<file path="src/rtl/plc_check_scheduler.sv">
// rtl/plc_check_scheduler.sv - PLC check sequencer: periodic/forced launch, dcache port sharing, starvation stall, error accounting
// Optional watchdog on RUN/STALL enabled by defining PLC_SCHED_TIMEOUT_EN.
module plc_check_scheduler #(
    parameter int INTERVAL_W     = 16,
    parameter int STARVE_W       = 8,
    parameter int STALL_CYCLES   = 4,
    parameter int ERR_CNT_W      = 8
`ifdef PLC_SCHED_TIMEOUT_EN
    ,
    parameter int TIMEOUT_CYCLES = 1024
`endif
) (
    input  logic                  clk,
    input  logic                  rst_n,
    input  logic                  cfg_enable,
    input  logic [INTERVAL_W-1:0] cfg_interval,
    input  logic [STARVE_W-1:0]   cfg_starve_limit,
    input  logic                  force_check,
    input  logic                  list_nonempty,
    input  logic                  core_access,
    input  logic                  chk_done,
    input  logic                  chk_error,
    input  logic                  err_clr,
    output logic                  chk_start,
    output logic                  chk_grant,
    output logic                  core_stall,
    output logic                  busy,
    output logic [ERR_CNT_W-1:0]  err_count,
    output logic                  err_irq
`ifdef PLC_SCHED_TIMEOUT_EN
    ,
    output logic                  timeout_err
`endif
);

    localparam int SC_W = (STALL_CYCLES > 1) ? $clog2(STALL_CYCLES) : 1;

    typedef enum logic [2:0] {
        S_IDLE  = 3'd0,
        S_COUNT = 3'd1,
        S_START = 3'd2,
        S_RUN   = 3'd3,
        S_STALL = 3'd4
    } state_t;

    state_t                state_q, state_d;
    logic [INTERVAL_W-1:0] ivl_cnt_q, ivl_cnt_d;
    logic [STARVE_W-1:0]   starve_q, starve_d;
    logic [SC_W-1:0]       stall_cnt_q, stall_cnt_d;
    logic                  pend_q, pend_d;
    logic [ERR_CNT_W-1:0]  err_count_q, err_count_d;
    logic                  err_irq_q, err_irq_d;

    logic [INTERVAL_W-1:0] ivl_last;
    logic [INTERVAL_W-1:0] ivl_run;
    logic [STARVE_W-1:0]   starve_next;
    logic                  ivl_hit;
    logic                  launch;
    state_t                exit_state;

`ifdef PLC_SCHED_TIMEOUT_EN
    localparam int WD_W = $clog2(TIMEOUT_CYCLES + 1);

    logic [WD_W-1:0] wdog_q, wdog_d;
    logic            timeout_err_q, timeout_err_d;
`endif

    assign ivl_last   = cfg_interval - INTERVAL_W'(1);
    assign ivl_hit    = (cfg_interval != '0) && (ivl_cnt_q == ivl_last);
    assign launch     = ivl_hit || force_check || pend_q;
    assign exit_state = cfg_enable ? S_COUNT : S_IDLE;

    // While a check runs the interval keeps counting but parks at its last value,
    // so an overlong check relaunches right after its first COUNT cycle instead of wrapping.
    assign ivl_run = ivl_hit ? ivl_cnt_q : ivl_cnt_q + INTERVAL_W'(1);

    always_comb begin
        starve_next = '0;
        if (core_access) begin
            starve_next = (starve_q == '1) ? starve_q : starve_q + STARVE_W'(1);
        end
    end

    always_comb begin
        state_d     = state_q;
        ivl_cnt_d   = ivl_cnt_q;
        starve_d    = starve_q;
        stall_cnt_d = stall_cnt_q;
        pend_d      = pend_q;
`ifdef PLC_SCHED_TIMEOUT_EN
        wdog_d        = wdog_q;
        timeout_err_d = 1'b0;
`endif

        case (state_q)
            S_IDLE: begin
                pend_d = 1'b0;
                if (cfg_enable) begin
                    state_d   = S_COUNT;
                    ivl_cnt_d = '0;
                end
            end

            S_COUNT: begin
                if (!cfg_enable) begin
                    state_d = S_IDLE;
                    pend_d  = 1'b0;
                end else if (launch) begin
                    pend_d    = 1'b0;
                    ivl_cnt_d = '0;
                    if (list_nonempty) begin
                        state_d = S_START;
                    end
                end else begin
                    ivl_cnt_d = ivl_cnt_q + INTERVAL_W'(1);
                end
            end

            S_START: begin
                ivl_cnt_d = '0;
                starve_d  = '0;
                state_d   = S_RUN;
                if (force_check) begin
                    pend_d = 1'b1;
                end
`ifdef PLC_SCHED_TIMEOUT_EN
                wdog_d = WD_W'(1);
`endif
            end

            S_RUN: begin
                ivl_cnt_d = ivl_run;
                starve_d  = starve_next;
                if (force_check) begin
                    pend_d = 1'b1;
                end
                if (chk_done) begin
                    state_d = exit_state;
                end else if ((cfg_starve_limit != '0) && (starve_next == cfg_starve_limit)) begin
                    state_d     = S_STALL;
                    stall_cnt_d = '0;
                end
            end

            S_STALL: begin
                ivl_cnt_d = ivl_run;
                starve_d  = '0;
                if (force_check) begin
                    pend_d = 1'b1;
                end
                if (chk_done) begin
                    state_d = exit_state;
                end else if (stall_cnt_q == SC_W'(STALL_CYCLES - 1)) begin
                    state_d = S_RUN;
                end else begin
                    stall_cnt_d = stall_cnt_q + SC_W'(1);
                end
            end

            default: begin
                state_d = S_IDLE;
            end
        endcase

`ifdef PLC_SCHED_TIMEOUT_EN
        // START counts as the first cycle of the check; chk_done on the final cycle beats the watchdog.
        if ((state_q == S_RUN) || (state_q == S_STALL)) begin
            wdog_d = wdog_q + WD_W'(1);
            if (!chk_done && (wdog_q == WD_W'(TIMEOUT_CYCLES - 1))) begin
                state_d       = S_COUNT;
                timeout_err_d = 1'b1;
            end
        end
`endif
    end

    always_comb begin
        err_count_d = err_count_q;
        err_irq_d   = err_irq_q;
        if (err_clr) begin
            err_count_d = chk_error ? ERR_CNT_W'(1) : '0;
            err_irq_d   = chk_error;
        end else if (chk_error) begin
            err_irq_d = 1'b1;
            if (err_count_q != '1) begin
                err_count_d = err_count_q + ERR_CNT_W'(1);
            end
        end
    end

    always_ff @(posedge clk or negedge rst_n) begin
        if (!rst_n) begin
            state_q     <= S_IDLE;
            ivl_cnt_q   <= '0;
            starve_q    <= '0;
            stall_cnt_q <= '0;
            pend_q      <= 1'b0;
            err_count_q <= '0;
            err_irq_q   <= 1'b0;
        end else begin
            state_q     <= state_d;
            ivl_cnt_q   <= ivl_cnt_d;
            starve_q    <= starve_d;
            stall_cnt_q <= stall_cnt_d;
            pend_q      <= pend_d;
            err_count_q <= err_count_d;
            err_irq_q   <= err_irq_d;
        end
    end

`ifdef PLC_SCHED_TIMEOUT_EN
    always_ff @(posedge clk or negedge rst_n) begin
        if (!rst_n) begin
            wdog_q        <= '0;
            timeout_err_q <= 1'b0;
        end else begin
            wdog_q        <= wdog_d;
            timeout_err_q <= timeout_err_d;
        end
    end

    assign timeout_err = timeout_err_q;
`endif

    // Only the RUN grant follows core_access combinationally; everything else decodes the state register.
    assign chk_start  = (state_q == S_START);
    assign core_stall = (state_q == S_STALL);
    assign busy       = (state_q == S_START) || (state_q == S_RUN) || (state_q == S_STALL);
    assign chk_grant  = ((state_q == S_RUN) && !core_access) || (state_q == S_STALL);
    assign err_count  = err_count_q;
    assign err_irq    = err_irq_q;

endmodule

</file>
<file path="config.mk">
export PLATFORM = sky130hd
export DESIGN_NAME = plc_check_scheduler
export DESIGN_NICKNAME = d
export VERILOG_FILES = /design/src/rtl/plc_check_scheduler.sv
export SDC_FILE = /design/constraint.sdc
export NUM_CORES = 1
export LEC_CHECK = 0
export CAP_MARGIN = 40
export CELL_PAD_IN_SITES_DETAIL_PLACEMENT = 1
export CELL_PAD_IN_SITES_GLOBAL_PLACEMENT = 1
export CORE_MARGIN = 1.5
export CORE_UTILIZATION = 35
export DETAILED_ROUTE_END_ITERATION = 16
export GPL_TIMING_DRIVEN = 0
export PLACE_DENSITY_LB_ADDON = 0.12
export SLEW_MARGIN = 20
export SYNTH_ARGS = -nofsm -noshare
export SYNTH_HDL_FRONTEND = slang
export SYNTH_SLANG_ARGS = --single-unit
</file>
<file path="constraint.sdc">
create_clock -name clk -period 6.6 [get_ports clk]
set_clock_uncertainty 0.1 [all_clocks]
set_input_delay 1.32 -clock clk [delete_from_list [all_inputs] [get_ports clk]]
set_output_delay 1.32 -clock clk [all_outputs]
set_load 0.03 [all_outputs]
</file>
==> summary.txt, run 1 <==
Run status
  • Status: finished, final reports clean

Yosys
  • Net count after synthesis: 425
  • Cell Area, Synth: 3190 um2
  • Top FF cell, synth: dfrtp_1
  • Synth async-reset ratio: 100%
  • Dominant cell type by area after synthesis: dfrtp_1
  • Post-Synthesis Cells: 387
  • Mean Syn Cell Area: 8.23 um2
  • Seq/Total Area, Yosys: 30.6%
  • Yosys top cell area share: 30.6%
  • Synthesized flop and latch total: 39
  • Ys Warns: 0
  • Post-synth cell types: 65
  • Synth area leaders: dfrtp_1 (31%), nand2_1 (4.4%), a21oi_1 (4.2%)
  • Post-synth EDFFs: 0

Power and ir drop
  • Peak supply drop: 0.113 mV
  • Cell leakage power: 0.00149 uW
  • Pwr dens: 239 nW/um2

Clock tree
  • Clock slew at reported path FFs: 0.09 ns
  • CTS tree: built
  • CTS buffer count: 5
  • Post-CTS Resized: 0
  • Post-CTS setup buffer count: 0
  • Clock Path Buffers: 2
  • Clock Sinks: 39
  • Root buf cell: clkbuf_8
  • Htree depth: 2
  • Cts hold-fix bufs: 0
  • Worst-Skew Late Latency: 0.30 ns

Worst setup path
  • Crit-path max cell delay: 0.62 ns
  • Req. time, crit path: 6.68 ns
  • Startpoint type of the worst setup path: input pin
  • Crit-path max FO: 5
  • Nature of the critical path endpoint: register
  • Setup Crit Path Kind: in2reg
  • Crit-path cells: clkdlybuf4s50_1, inv_1, ha_1, nor3b_1, and3_1, a211oi_1, o31ai_1, nand3b_1, o211ai_4, mux2i_1, nor3_2
  • Bufs and invs on worst path: 2
  • Critical path's slowest cell: o31ai_1
  • CP arrival: 4.71 ns
  • Top delay family on crit path: simple AND/OR/NAND/NOR gates

Placement
  • Global placement routability congestion: 0.816
  • I/O Buffers: 42
  • Dpl hpwl: 7040 um
  • # placed instances: 538

STA
  • FMAX: 0.216 GHz
  • RSZ-0062 raised after global routing: false
  • Tightest Pin Transition: 0.801 ns
  • Slew Limit Fails: 0
  • Min Tclk post-route: 4.63 ns
  • Hold Violations, Final: 0
  • Final setup vio count: 0
  • Relative slew slack: 45.9%
  • Crit share post-route: 70.1%
  • Final TNS setup: 0 ns

Detailed routing
  • First-pass DRT Iterations: 4
  • Post-DR vias/cell: 5.81
  • DRT iter0 DRCs: 124
  • DRT antenna net count: 0
  • Drt wl/cell: 16.7 um
  • Number of remaining DRC errors: 0
  • Via count: 3172
  • Final Routed Wirelength: 9140 um

Global route
  • Initial antenna violation count: 0
  • M2 GR Usage: 34.0%
  • Vias in the first global route: 3186
  • Pin count of the biggest net entering global routing: 29
  • GRT busiest layer: met2
  • GR Util All Layers: 19.3%
  • Met3 track demand over resource: 2.43%
  • Final global-route overflow total: 0
  • M1 GR Usage: 25.4%
  • First-pass GRT wire length: 15300 um

Cells and area
  • Fill cell count: 1077
  • Commonest non-fill, non-tap cell in the layout: clkdlybuf4s50_1
  • Layout Utilization: 44.4%
  • Area Growth Syn to Fin: 22.2%
  • Final Non-Filler Cells: 546
  • Antenna cells: 0
  • Final Net Count: 475
  • Most frequent cells in the layout: clkdlybuf4s50_1 (41), dfrtp_1 (39), nand2_1 (37), nor2_1 (36), a21oi_1 (27)
  • Sequential cell area: 976 um2
  • Proportion of layout cells with a drive suffix above 1: 7.53%
  • Multi-input gate area: 2110 um2

Min path
  • Worst hold path type: reg2reg

Floorplanning
  • Std-Cell Rows: 34
  • I/O pin count: 46
  • Die height: 98.4 um
  • Starting Density: 36.4%
  • Core Box Area: 8760 um2
  • Total Die Area: 9680 um2
  • Die Wd: 98.4 um

Job
  • MaxCap Viol Count: 0
==> sequential cells by signal, summed over array words and instances, names as in the netlist <==
name,cells
err_count,8
stall_cnt_q,2
starve_q,8
pend_q,1
ivl_cnt_q,16
state_q,3
err_irq,1
==> Yosys cell counts (4+ instances only) <==
cell	n
mux2i_1	6
nor4_1	7
nand4_1	13
a31oi_1	7
dfrtp_1	39
o21ai_1	5
nor3b_1	4
nor3_1	11
nand3_1	14
xnor2_1	15
or3_1	4
a21oi_1	27
inv_1	10
nor2_1	36
and3_1	8
clkbuf_1	13
o21a_1	4
o31ai_1	7
o21ai_0	23
xor2_1	13
nand2_1	37
a211oi_1	4
and4_1	5
nor2b_1	4
or4_1	6
o211ai_1	4
ha_1	5
==> path summary, 6_finish.rpt <==
path | depth (start not counted) | slack (ns) | start | to
setup / recovery | 11 | 1.97 | cfg_interval[0] | ivl_cnt_q[9]
hold / removal | 1 | 0.40 | err_irq | err_irq
setup reg to reg | 9 | 3.45 | starve_q[5] | stall_cnt_q[1]
hold reg to reg | 1 | 0.40 | err_irq | err_irq
max in group asynchronous | 2 | 5.14 | rst_n | stall_cnt_q[0]
min in group asynchronous | 1 | 0.80 | rst_n | err_count[0]
==> per-stage QoR <==
step                power [uW]  cell area [um2]  hold WS, ns  setup WS (ns)
floorplan                  556             3190        0.408           2.69
global placement           680             3740        0.365           1.75
detailed placement         688             3760        0.386           1.63
CTS                        942             3890        0.407           1.93
global route               996             3890        0.430           1.71
finish                     929             3890        0.404           1.97
==> power breakdown <==
group	switching [uW]	internal [uW]	leakage [uW]
combinational	237	149	0.000896
sequential	28.9	268	0.000530
clock	95.5	151	0.0000644
==> final cells by class <==
| cell class | instances | area share, % |
|---|---|---|
| Tap cell | 108 | 3.47 |
| Multi-Input combinational cell | 323 | 54.3 |
| Timing Repair Buffer | 43 | 11.2 |
| Inverter | 10 | 0.964 |
| Buffer | 15 | 1.51 |
| Clock inverter | 3 | 1.74 |
| Clock buffer | 5 | 1.77 |
| Sequential cell | 39 | 25.1 |
==> layer usage <==
| layer | vias to the layer above | wire (um) |
|---|---|---|
| li1 | 1556 | - |
| met1 | 1575 | 4420 |
| met2 | 34 | 4440 |
| met3 | 7 | 206 |
| met4 | 0 | 72 |
| met5 | - | 0 |
==> cell families (layout without fill, tap and decap cells) <==
group,Yosys count,in the layout,share of synthesized area [%]
DFF,39,39,30.6
buffers and inverters,25,76,3.02
xor gates and xnor gates,28,28,7.70
AOI/OAI and AO/OA,108,108,23.4
muxes,7,7,2.24
and+or+nand+nor,175,175,31.0
adders and majority gates,5,5,1.96
==> worst reg2reg max path: stages (launching register included) <==
cell	delay (ns)
dfrtp_1	0.33
clkbuf_1	0.31
and4_1	0.37
a21oi_1	0.16
or3b_2	0.49
a211oi_1	0.27
o2111ai_1	0.14
o31ai_1	0.48
and2_4	0.27
o21ai_0	0.09
No activity file was read; power rests on OpenSTA's default activity.
==> run 2: changes to the inputs <==
clock period = 4.77 ns   (was 6.6 ns; I/O delays follow)
==> results of run 2 <==
The final DEF is identical to that of run 1. Status: finished, final reports clean.
Main changes from that run: setup slack after placement 1.63 ns -> 0.163 ns; setup slack after layout 1.97 ns -> 0.509 ns; register-to-register setup slack 3.45 ns -> 1.62 ns; total power 929 uW -> 1290 uW; worst IR drop on VDD 0.113 mV -> 0.157 mV
